### src/rtl/k_and_s_pkg.sv
// K-and-S shared types: instruction decode, control states, ALU opcodes, flags.
// branch_taken() resolves conditional branches from the registered flags.
package k_and_s_pkg;

   typedef enum logic [3:0] {
      I_NOP, I_LOAD, I_STORE, I_MOVE,
      I_ADD, I_SUB, I_AND, I_OR,
      I_BRANCH, I_BZERO, I_BNZERO, I_BNEG,
      I_BNNEG, I_BOV, I_BNOV, I_HALT
   } decoded_instruction_type;

   typedef enum logic [3:0] {
      S_IDLE, S_FETCH, S_DECODE, S_LOAD_ADDR,
      S_LOAD_WB, S_STORE, S_MOVE, S_ALU,
      S_BRANCH, S_NEXT, S_HALT
   } ctrl_state_t;

   localparam logic [1:0] ALU_ADD = 2'b00;
   localparam logic [1:0] ALU_SUB = 2'b01;
   localparam logic [1:0] ALU_AND = 2'b10;
   localparam logic [1:0] ALU_OR  = 2'b11;

   typedef struct packed {
      logic zero;
      logic neg;
      logic uov;
      logic sov;
   } flags_t;

   function automatic logic branch_taken(
      decoded_instruction_type ins,
      flags_t                  f
   );
      logic t;
      case (ins)
         I_BRANCH: t = 1'b1;
         I_BZERO:  t = f.zero;
         I_BNZERO: t = ~f.zero;
         I_BNEG:   t = f.neg;
         I_BNNEG:  t = ~f.neg;
         I_BOV:    t = f.uov;
         I_BNOV:   t = ~f.uov;
         default:  t = 1'b0;
      endcase
      return t;
   endfunction

   function automatic logic [1:0] alu_op(decoded_instruction_type ins);
      logic [1:0] op;
      case (ins)
         I_SUB:   op = ALU_SUB;
         I_AND:   op = ALU_AND;
         I_OR:    op = ALU_OR;
         default: op = ALU_ADD;
      endcase
      return op;
   endfunction

endpackage

### src/rtl/k_and_s_control_unit_if.sv
// Control <-> datapath bundle: decode + flags in, strobes out.
// master = control unit, slave = datapath.
interface k_and_s_control_unit_if;
   import k_and_s_pkg::*;

   decoded_instruction_type decoded_instruction;
   logic       zero_op;
   logic       neg_op;
   logic       unsigned_overflow;
   logic       signed_overflow;
   logic       branch;
   logic       pc_enable;
   logic       ir_enable;
   logic       addr_sel;
   logic       c_sel;
   logic [1:0] operation;
   logic       write_reg_enable;
   logic       flags_reg_enable;
   logic       ram_write_enable;
   logic       halt;

   modport master (
      input  decoded_instruction, zero_op, neg_op,
      input  unsigned_overflow, signed_overflow,
      output branch, pc_enable, ir_enable, addr_sel,
      output c_sel, operation, write_reg_enable,
      output flags_reg_enable, ram_write_enable, halt
   );

   modport slave (
      output decoded_instruction, zero_op, neg_op,
      output unsigned_overflow, signed_overflow,
      input  branch, pc_enable, ir_enable, addr_sel,
      input  c_sel, operation, write_reg_enable,
      input  flags_reg_enable, ram_write_enable, halt
   );

endinterface

### src/rtl/k_and_s_control_unit.sv
// K-and-S multi-cycle control FSM: fetch, decode, execute.
// Ports: clk, rst_n (async low), bus (master: decode/flags in, strobes out).
module k_and_s_control_unit
   import k_and_s_pkg::*;
#(
   parameter int unsigned LOAD_WAIT_CYCLES = 1
) (
   input  logic                    clk,
   input  logic                    rst_n,
   k_and_s_control_unit_if.master  bus
);

   ctrl_state_t state_q, state_d;
   logic [2:0]  cnt_q, cnt_d;
   flags_t      flags;

   assign flags = '{zero: bus.zero_op,
                    neg:  bus.neg_op,
                    uov:  bus.unsigned_overflow,
                    sov:  bus.signed_overflow};

   always_ff @(posedge clk or negedge rst_n) begin
      if (!rst_n) begin
         state_q <= S_IDLE;
         cnt_q   <= '0;
      end else begin
         state_q <= state_d;
         cnt_q   <= cnt_d;
      end
   end

   always_comb begin
      state_d = state_q;
      cnt_d   = cnt_q;
      case (state_q)
         S_IDLE:   state_d = S_FETCH;
         S_FETCH:  state_d = S_DECODE;
         S_DECODE: begin
            case (bus.decoded_instruction)
               I_LOAD: begin
                  state_d = S_LOAD_ADDR;
                  // counter holds remaining extra wait cycles
                  cnt_d   = 3'(LOAD_WAIT_CYCLES - 1);
               end
               I_STORE:  state_d = S_STORE;
               I_MOVE:   state_d = S_MOVE;
               I_ADD, I_SUB, I_AND, I_OR:
                  state_d = S_ALU;
               I_BRANCH, I_BZERO, I_BNZERO, I_BNEG,
               I_BNNEG, I_BOV, I_BNOV:
                  state_d = S_BRANCH;
               I_HALT:   state_d = S_HALT;
               default:  state_d = S_NEXT;
            endcase
         end
         S_LOAD_ADDR: begin
            if (cnt_q == 3'd0) state_d = S_LOAD_WB;
            else               cnt_d   = cnt_q - 3'd1;
         end
         S_LOAD_WB, S_STORE, S_MOVE,
         S_ALU, S_BRANCH, S_NEXT:
            state_d = S_FETCH;
         S_HALT:   state_d = S_HALT;
         default:  state_d = S_IDLE;
      endcase
   end

   always_comb begin
      bus.branch           = 1'b0;
      bus.pc_enable        = 1'b0;
      bus.ir_enable        = 1'b0;
      bus.addr_sel         = 1'b0;
      bus.c_sel            = 1'b0;
      bus.operation        = ALU_ADD;
      bus.write_reg_enable = 1'b0;
      bus.flags_reg_enable = 1'b0;
      bus.ram_write_enable = 1'b0;
      bus.halt             = 1'b0;
      case (state_q)
         S_FETCH:     bus.ir_enable = 1'b1;
         S_LOAD_ADDR: bus.addr_sel  = 1'b1;
         S_LOAD_WB: begin
            bus.addr_sel         = 1'b1;
            bus.write_reg_enable = 1'b1;
            bus.pc_enable        = 1'b1;
         end
         S_STORE: begin
            bus.addr_sel         = 1'b1;
            bus.ram_write_enable = 1'b1;
            bus.pc_enable        = 1'b1;
         end
         S_MOVE: begin
            // both ALU inputs carry the source, so OR passes it through
            bus.c_sel            = 1'b1;
            bus.operation        = ALU_OR;
            bus.write_reg_enable = 1'b1;
            bus.pc_enable        = 1'b1;
         end
         S_ALU: begin
            bus.c_sel            = 1'b1;
            bus.operation        = alu_op(bus.decoded_instruction);
            bus.write_reg_enable = 1'b1;
            bus.flags_reg_enable = 1'b1;
            bus.pc_enable        = 1'b1;
         end
         S_BRANCH: begin
            bus.pc_enable = 1'b1;
            bus.branch    = branch_taken(bus.decoded_instruction, flags);
         end
         S_NEXT:  bus.pc_enable = 1'b1;
         S_HALT:  bus.halt      = 1'b1;
         default: ;
      endcase
   end

endmodule
### src/flat_wrapper.sv
// flat-port wrapper written by rule: the top's interface ports become plain ports
module k_and_s_control_unit_flat import k_and_s_pkg::*;
#(
   parameter int unsigned LOAD_WAIT_CYCLES = 1
)
  (clk, rst_n, bus_decoded_instruction, bus_zero_op, bus_neg_op, bus_unsigned_overflow, bus_signed_overflow, bus_branch, bus_pc_enable, bus_ir_enable, bus_addr_sel, bus_c_sel, bus_operation, bus_write_reg_enable, bus_flags_reg_enable, bus_ram_write_enable, bus_halt);
  k_and_s_control_unit_if bus_i ();
  input  logic clk;
  input  logic rst_n;
  input wire logic [$bits(bus_i.decoded_instruction)-1:0] bus_decoded_instruction;
  input wire logic [$bits(bus_i.zero_op)-1:0] bus_zero_op;
  input wire logic [$bits(bus_i.neg_op)-1:0] bus_neg_op;
  input wire logic [$bits(bus_i.unsigned_overflow)-1:0] bus_unsigned_overflow;
  input wire logic [$bits(bus_i.signed_overflow)-1:0] bus_signed_overflow;
  output wire logic [$bits(bus_i.branch)-1:0] bus_branch;
  output wire logic [$bits(bus_i.pc_enable)-1:0] bus_pc_enable;
  output wire logic [$bits(bus_i.ir_enable)-1:0] bus_ir_enable;
  output wire logic [$bits(bus_i.addr_sel)-1:0] bus_addr_sel;
  output wire logic [$bits(bus_i.c_sel)-1:0] bus_c_sel;
  output wire logic [$bits(bus_i.operation)-1:0] bus_operation;
  output wire logic [$bits(bus_i.write_reg_enable)-1:0] bus_write_reg_enable;
  output wire logic [$bits(bus_i.flags_reg_enable)-1:0] bus_flags_reg_enable;
  output wire logic [$bits(bus_i.ram_write_enable)-1:0] bus_ram_write_enable;
  output wire logic [$bits(bus_i.halt)-1:0] bus_halt;
  assign bus_i.decoded_instruction = bus_decoded_instruction;
  assign bus_i.zero_op = bus_zero_op;
  assign bus_i.neg_op = bus_neg_op;
  assign bus_i.unsigned_overflow = bus_unsigned_overflow;
  assign bus_i.signed_overflow = bus_signed_overflow;
  assign bus_branch = bus_i.branch;
  assign bus_pc_enable = bus_i.pc_enable;
  assign bus_ir_enable = bus_i.ir_enable;
  assign bus_addr_sel = bus_i.addr_sel;
  assign bus_c_sel = bus_i.c_sel;
  assign bus_operation = bus_i.operation;
  assign bus_write_reg_enable = bus_i.write_reg_enable;
  assign bus_flags_reg_enable = bus_i.flags_reg_enable;
  assign bus_ram_write_enable = bus_i.ram_write_enable;
  assign bus_halt = bus_i.halt;
  k_and_s_control_unit #(.LOAD_WAIT_CYCLES(LOAD_WAIT_CYCLES)) u_core (.clk(clk), .rst_n(rst_n), .bus(bus_i));
endmodule
### config.mk
export PLATFORM = sky130hd
export DESIGN_NAME = k_and_s_control_unit_flat
export DESIGN_NICKNAME = d
export VERILOG_FILES = /design/src/rtl/k_and_s_pkg.sv /design/src/rtl/k_and_s_control_unit_if.sv /design/src/rtl/k_and_s_control_unit.sv /design/src/flat_wrapper.sv
export SDC_FILE = /design/constraint.sdc
export NUM_CORES = 1
export LEC_CHECK = 0
export CORE_UTILIZATION = 47
export DETAILED_ROUTE_END_ITERATION = 10
export PLACE_DENSITY_LB_ADDON = 0.1
export SLEW_MARGIN = 20
export SYNTH_ARGS = -nofsm -noshare
export SYNTH_HDL_FRONTEND = slang
export SYNTH_SLANG_ARGS = --single-unit
### constraint.sdc
create_clock -name clk -period 3.2 [get_ports clk]
set_input_delay 0.32 -clock clk [delete_from_list [all_inputs] [get_ports clk]]
set_output_delay 0.32 -clock clk [all_outputs]
set_load 0.02 [all_outputs]
==> results.rst, run 1 <==
.. list-table::
   :header-rows: 1

   * - Metric
     - Value
   * - Result of the run
     - finished clean
   * - Initial cell density of the core
     - between 50 and 60%
   * - Syn Area/Cell
     - 7.65 um2
   * - Area of the die
     - ~1500 um2
   * - Area of the core region
     - between 1000 and 1500 um2
   * - Warnings, synthesis
     - 0
   * - Share of final-layout standard cells stronger than drive strength 1
     - under 10%
   * - First-pass iteration count of the detailed router
     - 4
   * - Number of flops mapped to enable cells by yosys
     - 0
   * - Endpoint of the most critical register-to-register path
     - u_core.cnt_q[0]$_DFFE_PN0P_
   * - Number of antenna violations at the first check in global routing
     - 0
   * - Cell breakdown of the critical path
     - clkdlybuf4s50_1, nor2_1, o211a_1, a2111oi_0, clkdlybuf4s50_1
   * - Unrepaired setup endpoints after global routing
     - false
   * - Data required, critical path
     - around 2900 ps
   * - Path type of the worst setup path
     - input port to output port
   * - Worst hold-check slack
     - 324 ps
   * - Cell leakage power
     - around 0.35 nW
   * - Global-route wire length before repair
     - between 2000 and 2500 um
   * - Worst Hold Class
     - input port to async pin
   * - Remaining number of nets flagged by the antenna check after routing
     - 0
   * - Number of register bits inferred by synthesis
     - 7
   * - Worst-case reg-to-reg path depth
     - 3
   * - Max Clock Skew
     - roughly 8.8 ps
   * - CP endpoint kind
     - output port
   * - Number of rows in the core area
     - 12
   * - Summed instance area of the synthesized netlist
     - just over 600 um2
   * - Number of buffers inserted by port buffering
     - 19
   * - CTS Buf Count
     - 3
   * - Number of diodes
     - 0
   * - Final design instance area without fill
     - between 800 and 900 um2
   * - Instance area after placement
     - about 790 um2
   * - Clock-pin slew reported for the worst setup and hold paths after clock tree synthesis
     - about 60 ps
   * - Post-CTS setup buffer count
     - 0
   * - Detailed-placement wirelength estimate
     - 1030 um
   * - Die width
     - about 38 um
   * - Worst Path Arrival
     - ~2200 ps
   * - NumNets Final
     - 110
   * - Highest ir drop seen on vdd
     - 0.534 mV
   * - DR vias
     - approximately 630
   * - Share of flip-flops with an asynchronous set or reset
     - between 90% and 100%
   * - Slowest stage cell on the critical path
     - sky130_fd_sc_hd__clkdlybuf4s50_1
   * - Worst skew pair latency
     - ~260 ps
   * - Period minus WS final
     - approximately 2600 ps
   * - Maximum achievable frequency
     - 0.391 GHz
   * - TritonCTS Sinks
     - 7
   * - Setup-failing EPs final
     - 0
   * - Clock tree from TritonCTS
     - built
   * - Final Max Tran Viols
     - 0
   * - Total congestion overflow
     - 0
   * - Post-Route WL
     - roughly 1400 um
   * - Per-cell via count in the routed design
     - 5.67
   * - Number of standard cells in the final layout excluding fillers
     - 111
   * - Startpoint type of the worst setup path
     - input port
   * - Count of mapped cells out of synthesis
     - 81
   * - Number of hold buffers added after CTS
     - 0
   * - Number of design-rule violations left by the first detailed-router iteration
     - 11
   * - Startpoint of the most critical register-to-register path
     - u_core.state_q[2]$_DFFE_PN0P_
   * - Syn_nets
     - 93
   * - Overall global routing resource usage
     - 24.8%
   * - Average wire length per cell after detail routing
     - 12.5 um
   * - Number of endpoints with negative hold slack in the final report
     - 0
   * - Level count of the clock H-tree
     - 1
   * - Crit path max fanout
     - 9
   * - Power Density
     - roughly 800 nW/um2
   * - Stage delay of the slowest cell on the critical path
     - about 670 ps
   * - Max-cap check violation count
     - 0
   * - Clock tree buffer depth
     - 2
   * - Final weighted congestion in routability-driven placement
     - around 0.80
   * - Master cell of the clock root buffer
     - sky130_fd_sc_hd__clkbuf_4
   * - Setup TNS
     - 0 ps
   * - Prevailing post-synth register cell
     - sky130_fd_sc_hd__dfrtp_1
   * - Least-Margin Pin Slew
     - between 600 and 700 ps
   * - # DRC
     - 0
   * - IO Count
     - 21
   * - Die Y
     - approximately 38 um
   * - Headroom to the max-slew limit
     - approximately 60%
   * - Final Cycle Share
     - 79.9%
   * - CP most frequent cell
     - sky130_fd_sc_hd__clkdlybuf4s50_1
   * - Fraction of the yosys area taken by sequential cells
     - approximately 28%
   * - Slack of the worst reg-to-reg path
     - around 1600 ps
   * - Area growth syn-to-layout
     - 31.9%
   * - Maximum number of pins on one net before global-route repair
     - 14
   * - Number of global-route vias before repair
     - roughly 580
   * - Number of distinct standard cells referenced by the synthesized netlist
     - 33
   * - Cells resized by post-CTS repair
     - 0
   * - Number of placed cells counting well taps
     - about 110
-- sequential cells by signal, summed over array words and instances (netlist names) --
signal and count:
u_core.cnt_q 3, u_core.state_q 4
-- worst max-delay path, delay by kind of cell --
| family | cells | cell delay, ps |
|---|---|---|
| AO/OA/AOI/OAI | 2 | 530 |
| buffers and inverters | 2 | 1300 |
| AND/OR/NAND/NOR | 1 | 80 |
-- cells in the final DEF (no fill, tap or decap) --
master,synthesis,layout
sky130_fd_sc_hd__a2111oi_0,1,1
sky130_fd_sc_hd__a211o_1,2,2
sky130_fd_sc_hd__a21bo_2,1,1
sky130_fd_sc_hd__a21oi_1,5,5
sky130_fd_sc_hd__a32o_1,1,1
sky130_fd_sc_hd__and2_1,2,2
sky130_fd_sc_hd__and3_1,1,1
sky130_fd_sc_hd__and4_1,1,1
sky130_fd_sc_hd__clkbuf_1,4,1
sky130_fd_sc_hd__clkbuf_4,0,3
sky130_fd_sc_hd__clkdlybuf4s50_1,0,19
sky130_fd_sc_hd__dfrtp_1,7,7
sky130_fd_sc_hd__ha_1,2,2
sky130_fd_sc_hd__inv_1,5,5
sky130_fd_sc_hd__mux2_2,1,1
sky130_fd_sc_hd__nand2_1,10,10
sky130_fd_sc_hd__nand2b_1,1,1
sky130_fd_sc_hd__nand3b_1,3,3
sky130_fd_sc_hd__nand4_1,2,2
sky130_fd_sc_hd__nand4b_1,1,1
sky130_fd_sc_hd__nor2_1,8,8
sky130_fd_sc_hd__nor2b_1,3,3
sky130_fd_sc_hd__nor3_1,2,2
sky130_fd_sc_hd__nor3b_1,1,1
sky130_fd_sc_hd__o211a_1,1,1
sky130_fd_sc_hd__o211ai_1,1,1
sky130_fd_sc_hd__o21ai_0,3,3
sky130_fd_sc_hd__o31a_1,1,1
sky130_fd_sc_hd__o31ai_1,2,2
sky130_fd_sc_hd__or2_1,1,1
sky130_fd_sc_hd__or3_1,1,1
sky130_fd_sc_hd__or3b_1,1,1
sky130_fd_sc_hd__or4_1,3,3
-- stage by stage --
stage                     total power, mW  setup slack, ps  util, %
after floorplan                     0.477              976        -
after global placement              0.581              611     67.5
after detailed placement            0.592              660     67.5
after CTS                           0.677              625     69.8
after global routing                0.743              555     69.8
final                               0.674              642     69.8
-- routing by layer --
layer	vias to the layer above	share of wire, %	routed length (um)	track usage (%)
met5	-	0	0	0
li1	323	-	-	-
met3	0	5.8	81	8.72
met2	19	48	663	41.5
met1	287	46	639	31.2
met4	0	0	0	2.68
-- kinds of logic after synthesis --
logic type	synth area share (%)
AND/OR/NAND/NOR	36.4
AO/OA/AOI/OAI	20.6
buffers and inverters	8.89
flip-flops	28.3
adder cells (fa/ha/maj)	4.04
multiplexers	1.82
-- how the worst max path moves through the flow --
| stage | start | to | slack (ps) | depth (start not counted) |
|---|---|---|---|---|
| after floorplan | bus_decoded_instruction[1] | bus_branch | 980 | 4 |
| after global placement | bus_decoded_instruction[1] | bus_branch | 610 | 5 |
| after detailed placement | bus_decoded_instruction[1] | bus_branch | 660 | 5 |
| after CTS | bus_decoded_instruction[1] | bus_branch | 620 | 5 |
| after global routing | bus_decoded_instruction[1] | bus_branch | 550 | 5 |
| final | bus_decoded_instruction[1] | bus_branch | 640 | 5 |
-- synth_stat cells (all sizes together) (2+ instances only) --
master / n / area [um2]
o31ai: 2 / 15.0
and2: 2 / 12.5
nor2b: 3 / 18.8
nand2: 10 / 37.5
nand3b: 3 / 22.5
inv: 5 / 18.8
dfrtp: 7 / 175
or4: 3 / 22.5
o21ai: 3 / 15.0
a211o: 2 / 17.5
nor2: 8 / 30.0
nor3: 2 / 10.0
clkbuf: 4 / 15.0
ha: 2 / 25.0
nand4: 2 / 12.5
buf: 3 / 21.3
a21oi: 5 / 25.0
-- layout make-up --
type | count | area (um2)
inverters | 5 | 18.8
flip-flops and latches | 7 | 175
well taps | 14 | 17.5
repair buffers | 19 | 190
clock buffers | 4 | 26.3
multi-input cells | 62 | 389
fillers | 104 | 354
-- where the power goes --
part,internal [mW],total [mW],switching (mW)
registers,0.131,0.198,0.0665
logic,0.191,0.394,0.203
clock network,0.0477,0.0817,0.0340
Note: power is estimated with default switching activity, not from simulation.
==> run 2, diff against run 1 <==
Settings changed: CORE_UTILIZATION 47 to 43.
Clock period 3.2 ns to 2.55 ns, I/O delays scaled along.
==> run 2 against run 1 <==
  * Flip-flop and latch count unchanged
  * Hold slack worse by 44 ps
  * Routed wire length increased by 9.5%
  * Critical endpoint is now bus_operation[0]
  * Highest routed layer unchanged
==> results.rst, run 2 (synthesized netlist as in run 1, its figures left out) <==
.. list-table::
   :header-rows: 1

   * - Metric
     - Value
   * - Result of the run
     - finished clean
   * - Number of diodes
     - 0 (unchanged)
   * - Worst Hold Class
     - input port to async pin
   * - Clock-pin slew reported for the worst setup and hold paths after clock tree synthesis
     - 50 ps (about the same)
   * - Max-cap check violation count
     - 0 (unchanged)
   * - Util after Layout
     - 64.6% (-5.2 points)
   * - Average wire length per cell after detail routing
     - 13.1 um (+4.8%)
   * - NumNets Final
     - 114 (+3.6%)
   * - Startpoint of the most critical register-to-register path
     - u_core.cnt_q[0]$_DFFE_PN0P_
   * - TritonCTS Sinks
     - 7 (unchanged)
   * - Crit path buf inv count
     - 3 (+1)
   * - Data required, critical path
     - 2300 ps (-580 ps)
   * - Number of design-rule violations left by the first detailed-router iteration
     - 19 (+8)
   * - Number of buffers inserted by port buffering
     - 19 (unchanged)
   * - Power Density
     - 1040 nW/um2 (+26%)
   * - Area of the core region
     - 1320 um2 (+13%)
   * - Level count of the clock H-tree
     - 1 (unchanged)
   * - Largest delay share family, worst path
     - buffers and inverters
   * - Total congestion overflow
     - 0 (unchanged)
   * - # DRC
     - 0 (unchanged)
   * - Final weighted congestion in routability-driven placement
     - 0.846 (+6.2%)
   * - Die width
     - 40.0 um (+4.3%)
   * - Initial cell density of the core
     - 47.0% (-5.9 points)
   * - Share of final-layout standard cells stronger than drive strength 1
     - 8.91% (+3.8 points)
   * - Total power draw
     - 0.884 mW (+31%)
   * - Largest registers
     - u_core.state_q x4, u_core.cnt_q x3
   * - Stage delay of the slowest cell on the critical path
     - 610 ps (-60 ps)
   * - Post-CTS setup buffer count
     - 0 (unchanged)
   * - CP most frequent cell
     - sky130_fd_sc_hd__clkdlybuf4s50_1
   * - Post-Route WL
     - 1520 um (+9.5%)
   * - Global-route wire length before repair
     - 2280 um (-7.3%)
   * - Period minus WS final
     - 2270 ps
   * - Startpoint type of the worst setup path
     - input port
   * - Overall global routing resource usage
     - 21.6% (-3.1 points)
   * - Clock tree from TritonCTS
     - built
   * - Area growth syn-to-layout
     - 37.4%
   * - Number of standard cells in the final layout excluding fillers
     - 116 (+4.5%)
   * - Unrepaired setup endpoints after global routing
     - false
   * - Area of the die
     - 1600 um2 (+8.8%)
   * - Maximum achievable frequency
     - roughly 0.44 GHz
   * - Slowest stage cell on the critical path
     - sky130_fd_sc_hd__clkdlybuf4s50_1
   * - CP endpoint kind
     - output port
   * - Worst skew pair latency
     - 250 ps (about the same)
   * - Clock tree buffer depth
     - 2 (unchanged)
   * - Max Clock Skew
     - 2.66 ps (-6.09 ps)
   * - Final Cycle Share
     - approximately nine tenths
   * - CTS Buf Count
     - 3 (unchanged)
   * - Path type of the worst setup path
     - input port to output port
   * - Headroom to the max-slew limit
     - 75.4% (+16 points)
   * - Least-Margin Pin Slew
     - 360 ps (-241 ps)
   * - Highest ir drop seen on vdd
     - 0.576 mV (+7.9%)
   * - First-pass iteration count of the detailed router
     - 4 (unchanged)
   * - Number of antenna violations at the first check in global routing
     - 0 (unchanged)
   * - Number of endpoints with negative hold slack in the final report
     - 0 (unchanged)
   * - Worst-case reg-to-reg path depth
     - 5 (+2)
   * - Final Max Tran Viols
     - 0 (unchanged)
   * - Most frequent cells in the layout
     - sky130_fd_sc_hd__clkdlybuf4s50_1 (18), sky130_fd_sc_hd__nand2_1 (10), sky130_fd_sc_hd__nor2_1 (8)
   * - Number of global-route vias before repair
     - 534 (-8.6%)
   * - Cell leakage power
     - 0.384 nW (+11%)
   * - Per-cell via count in the routed design
     - 5.69 (+0.41%)
   * - Detailed-placement wirelength estimate
     - 1100 um (+7.0%)
   * - Crit path max fanout
     - 5 (-4)
   * - Cell breakdown of the critical path
     - clkdlybuf4s50_1, buf_4, nor2b_1, nand2_1, a21oi_1, clkdlybuf4s50_1
   * - Maximum number of pins on one net before global-route repair
     - 13 (-1)
   * - Number of placed cells counting well taps
     - 112 (+4.7%)
   * - Die Y
     - 40.0 um (+4.3%)
   * - Worst hold-check slack
     - 280 ps (-44.3 ps)
   * - Flip-flop count of the largest register after layout
     - 4 (unchanged)
   * - Worst Path Arrival
     - 2020 ps (-220 ps)
   * - Most frequent standard cell in the layout excluding fill and tap cells
     - sky130_fd_sc_hd__clkdlybuf4s50_1
   * - Endpoint of the most critical register-to-register path
     - u_core.cnt_q[2]$_DFFE_PN0P_
   * - Register containing the most flip-flops in the final layout
     - u_core.state_q
   * - DR vias
     - 660 (+4.9%)
   * - Number of rows in the core area
     - 13 (+1)
   * - Setup-failing EPs final
     - 0 (unchanged)
   * - Setup TNS
     - 0 ps (unchanged)
   * - Number of hold buffers added after CTS
     - 0 (unchanged)
   * - Master cell of the clock root buffer
     - sky130_fd_sc_hd__clkbuf_4
   * - Slack of the worst reg-to-reg path
     - 910 ps (-640 ps)
   * - Remaining number of nets flagged by the antenna check after routing
     - 0 (unchanged)
   * - IO Count
     - 21 (unchanged)
[run 2: stage by stage]
step	setup WS (ps)	instance area, um2
global placement	209	822
CTS	102	848
floorplan	447	619
finish	278	851
global route	133	851
detailed placement	160	822
[run 2: per-layer routing]
layer,GRT usage [%],vias up,part of all wire (%)
li1,-,330,-
met1,27.7,305,47
met2,35.1,25,46
met3,8.33,0,7.1
met4,2.59,0,0
met5,0,-,0
[run 2: worst max path at each step]
stage	depth (start not counted)	start	to	slack, ps
4_1_cts	4	u_core.state_q[2]$_DFFE_PN0P_	bus_branch	100
5_1_grt	6	bus_decoded_instruction[2]	bus_operation[1]	130
3_3_place_gp	5	bus_decoded_instruction[1]	bus_branch	210
2_1_floorplan	3	u_core.state_q[3]$_DFFE_PN0P_	bus_branch	450
6_report	6	bus_decoded_instruction[2]	bus_operation[0]	280
3_5_place_dp	5	bus_decoded_instruction[1]	bus_branch	160
[run 2: power breakdown]
group / internal, mW / switching [mW] / leakage [nW]
registers: 0.165 / 0.0764 / 0.0878
clock network: 0.0598 / 0.0419 / 0.0150
logic: 0.259 / 0.282 / 0.281
total: 0.484 / 0.401 / 0.384
[run 2: layout make-up]
class | count | area, um2
Sequential cell | 7 | 175
Timing Repair Buffer | 23 | 223
Multi-Input combinational cell | 62 | 389
Clock buffer | 4 | 26.3
Inverter | 5 | 18.8
Fill cell | 114 | 467
Tap cell | 15 | 18.8
[run 2: worst register-to-register path, delay by kind of cell, from the launching register on]
kind / cells / cell delay [ps]
simple gates: 2 / 750
flops: 1 / 390
compound gates: 1 / 180
fa+ha+maj: 1 / 130
buf+inv: 1 / 100
[run 2: what timing repair did]
item | CTS | global route
endpoints found under the setup margin | 0 | 1
hold endpoints to repair | 0 | 0
resized for setup | 0 | 1
==> run 3, diff against run 2 <==
Settings changed: ABC_AREA set to 1, CORE_UTILIZATION 43 to 44.
==> run 3 against run 2 <==
  * Die area increased by 2.0%
  * First-iteration DRC count is 16% lower
  * Sequential share of layout area shrank 0.21 points
  * Final area rose by 1.0%
  * Register-to-register slack gained 480 ps
  * Core utilization is 0.13 points lower
  * Count of clock-buffer cells in the layout unchanged
  * Worst setup slack better by 130 ps
  * Highest routed layer is now met4
==> results.rst, run 3 <==
.. list-table::
   :header-rows: 1

   * - Metric
     - Value
   * - Setup TNS
     - 0 ps (unchanged)
   * - Largest registers
     - u_core.state_q x4, u_core.cnt_q x3
   * - Global-route wire length before repair
     - 2120 um (-7.0%)
   * - Highest ir drop seen on vdd
     - 0.501 mV (-13%)
   * - Number of design-rule violations left by the first detailed-router iteration
     - 16 (-3)
   * - Flip-flop count of the largest register after layout
     - 4 (unchanged)
   * - Power Density
     - 965 nW/um2 (-7.1%)
   * - Number of diodes
     - 0 (unchanged)
   * - NumNets Final
     - 135 (+18%)
   * - Number of standard cells in the final layout excluding fillers
     - 137 (+18%)
   * - Area growth syn-to-layout
     - 32.9%
   * - Fraction of the yosys area taken by sequential cells
     - 27.1% (-1.2 points)
   * - List of most frequent post-synthesis cells
     - sky130_fd_sc_hd__nand2_1 (25), sky130_fd_sc_hd__inv_1 (14), sky130_fd_sc_hd__nand3_1 (14)
   * - Clock tree buffer depth
     - 2 (unchanged)
   * - Number of register bits inferred by synthesis
     - 7 (unchanged)
   * - Clock tree from TritonCTS
     - built
   * - Final weighted congestion in routability-driven placement
     - 0.688 (-19%)
   * - Crit path max fanout
     - 6 (+1)
   * - Final Max Tran Viols
     - 0 (unchanged)
   * - CP endpoint kind
     - output port
   * - Total congestion overflow
     - 0 (unchanged)
   * - Count of mapped cells out of synthesis
     - 101 (+25%)
   * - Area of the die
     - 1630 um2 (+2.0%)
   * - Count leader, synth
     - sky130_fd_sc_hd__nand2_1
   * - Startpoint type of the worst setup path
     - input port
   * - Detailed-placement wirelength estimate
     - 1180 um (+7.4%)
   * - Remaining number of nets flagged by the antenna check after routing
     - 0 (unchanged)
   * - Area of the core region
     - 1330 um2 (+1.2%)
   * - Slack of the worst reg-to-reg path
     - 1390 ps (+480 ps)
   * - Die width
     - 40.3 um (+0.98%)
   * - Warnings, synthesis
     - 0 (unchanged)
   * - Post-CTS setup buffer count
     - 0 (unchanged)
   * - Maximum achievable frequency
     - 0.468 GHz (+6.2%)
   * - Startpoint of the most critical register-to-register path
     - u_core.state_q[0]$_DFFE_PN0P_
   * - Initial cell density of the core
     - 48.5% (+1.5 points)
   * - Die Y
     - 40.3 um (+0.98%)
   * - Summed instance area of the synthesized netlist
     - 647 um2 (+4.4%)
   * - Max-cap check violation count
     - 0 (unchanged)
   * - TritonCTS Sinks
     - 7 (unchanged)
   * - Level count of the clock H-tree
     - 1 (unchanged)
   * - Number of distinct standard cells referenced by the synthesized netlist
     - 18 (-45%)
   * - Most frequent standard cell in the layout excluding fill and tap cells
     - sky130_fd_sc_hd__nand2_1
   * - Dominant cell type by area after synthesis
     - sky130_fd_sc_hd__dfrtp_1
   * - Least-Margin Pin Slew
     - 326 ps (-33.9 ps)
   * - Number of hold buffers added after CTS
     - 0 (unchanged)
   * - Share of flip-flops with an asynchronous set or reset
     - 100% (unchanged)
   * - Clock-pin slew reported for the worst setup and hold paths after clock tree synthesis
     - 50 ps (about the same)
   * - Share of final-layout standard cells stronger than drive strength 1
     - 11.5% (+2.6 points)
   * - Number of buffers inserted by port buffering
     - 19 (unchanged)
   * - Worst skew pair latency
     - 250 ps (about the same)
   * - IO Count
     - 21 (unchanged)
   * - Number of antenna violations at the first check in global routing
     - 0 (unchanged)
   * - Master cell of the clock root buffer
     - sky130_fd_sc_hd__clkbuf_4
   * - Maximum number of pins on one net before global-route repair
     - 9 (-4)
   * - Post-Route WL
     - 1410 um (-7.2%)
   * - Cells resized by post-CTS repair
     - 0 (unchanged)
   * - Result of the run
     - finished clean
   * - Cell leakage power
     - 0.429 nW (+12%)
   * - Worst-case reg-to-reg path depth
     - 6 (+1)
   * - Register containing the most flip-flops in the final layout
     - u_core.state_q
   * - CTS Buf Count
     - 3 (unchanged)
   * - Data required, critical path
     - 2300 ps (about the same)
   * - Number of endpoints with negative hold slack in the final report
     - 0 (unchanged)
   * - Syn Area/Cell
     - 6.40 um2 (-16%)
   * - Max Clock Skew
     - 0.665 ps (-1.99 ps)
   * - Per-cell via count in the routed design
     - 4.92 (-14%)
   * - Number of global-route vias before repair
     - 521 (-2.4%)
   * - Top area cells in the synthesized netlist
     - sky130_fd_sc_hd__dfrtp_1 (27%), sky130_fd_sc_hd__nand2_1 (15%), sky130_fd_sc_hd__nand3_1 (11%)
   * - Period minus WS final
     - 2140 ps (-134 ps)
   * - Final Cycle Share
     - 83.9% (-5.2 points)
   * - Unrepaired setup endpoints after global routing
     - false
   * - Worst Path Arrival
     - 1880 ps (-140 ps)
   * - Prevailing post-synth register cell
     - sky130_fd_sc_hd__dfrtp_1
   * - Endpoint of the most critical register-to-register path
     - u_core.cnt_q[1]$_DFFE_PN0P_
   * - DR vias
     - 674 (+2.1%)
   * - Number of rows in the core area
     - 13 (unchanged)
   * - Number of placed cells counting well taps
     - 133 (+19%)
   * - Number of flops mapped to enable cells by yosys
     - 0 (unchanged)
   * - Most frequent cells in the layout
     - sky130_fd_sc_hd__nand2_1 (25), sky130_fd_sc_hd__clkdlybuf4s50_1 (19), sky130_fd_sc_hd__inv_1 (14), sky130_fd_sc_hd__nand3_1 (14), sky130_fd_sc_hd__nor2_1 (12)
   * - Path type of the worst setup path
     - input port to output port
   * - Syn_nets
     - 113 (+22%)
   * - Worst Hold Class
     - input port to async pin
   * - Final design instance area without fill
     - 860 um2 (+1.0%)
   * - Headroom to the max-slew limit
     - 78.2% (+2.8 points)
   * - Synth top area share
     - 27.1% (-1.2 points)
   * - Average wire length per cell after detail routing
     - 10.3 um (-21%)
   * - First-pass iteration count of the detailed router
     - 4 (unchanged)
   * - Overall global routing resource usage
     - 19.9% (-1.7 points)
   * - Instance area after placement
     - 833 um2 (+1.4%)
   * - # DRC
     - 0 (unchanged)
   * - Setup-failing EPs final
     - 0 (unchanged)
run 3: critical path: stages:
cell and delay [ps]:
sky130_fd_sc_hd__clkdlybuf4s50_1 570, sky130_fd_sc_hd__inv_1 110, sky130_fd_sc_hd__or2_2 280, sky130_fd_sc_hd__nand3_1 80
sky130_fd_sc_hd__a21oi_1 60, sky130_fd_sc_hd__clkdlybuf4s50_1 530
run 3: final cells by class:
cell class	instances	area (um2)
flip-flops and latches	7	175
clock buffers	4	26.3
multi-input cells	75	385
repair buffers	19	190
fillers	137	474
well taps	15	18.8
inverters	17	63.8
run 3: layer usage:
layer,part of all wire (%),track usage (%)
met3,3.8,7.22
met1,44,24.3
met5,0,0
met4,1.3,5.00
met2,51,32.9
run 3: kinds of logic after synthesis:
family	after synthesis	share of synthesized area, %
xor+xnor	1	1.35
compound gates	10	7.74
buf+inv	19	13.3
simple gates	62	46.6
flops	7	27.1
fa+ha+maj	2	3.87
run 3: worst max path at each step:
stage | startpoint | endpoint
after floorplan | u_core.state_q[2]$_DFFE_PN0P_ | bus_pc_enable
after global placement | bus_decoded_instruction[0] | bus_branch
after detailed placement | bus_decoded_instruction[0] | bus_branch
after CTS | bus_decoded_instruction[0] | bus_branch
after global routing | bus_decoded_instruction[1] | bus_branch
final | bus_decoded_instruction[0] | bus_branch
run 3: per-stage QoR:
step                utilization [%]  hold slack (ps)  power [mW]  worst slack [ps]
floorplan                         -            -40.6       0.605              1200
global route                   64.4              291       0.900               323
global placement               62.5              484       0.724               426
CTS                            64.4              268       0.841               416
finish                         64.4              266       0.830               411
detailed placement             62.5              489       0.735               417
run 3: report_power, final:
part / total [mW] / internal (mW) / switching [mW]
sequential: 0.232 / 0.161 / 0.0708
combinational: 0.496 / 0.212 / 0.284
clock: 0.102 / 0.0598 / 0.0420
total: 0.830 / 0.433 / 0.397
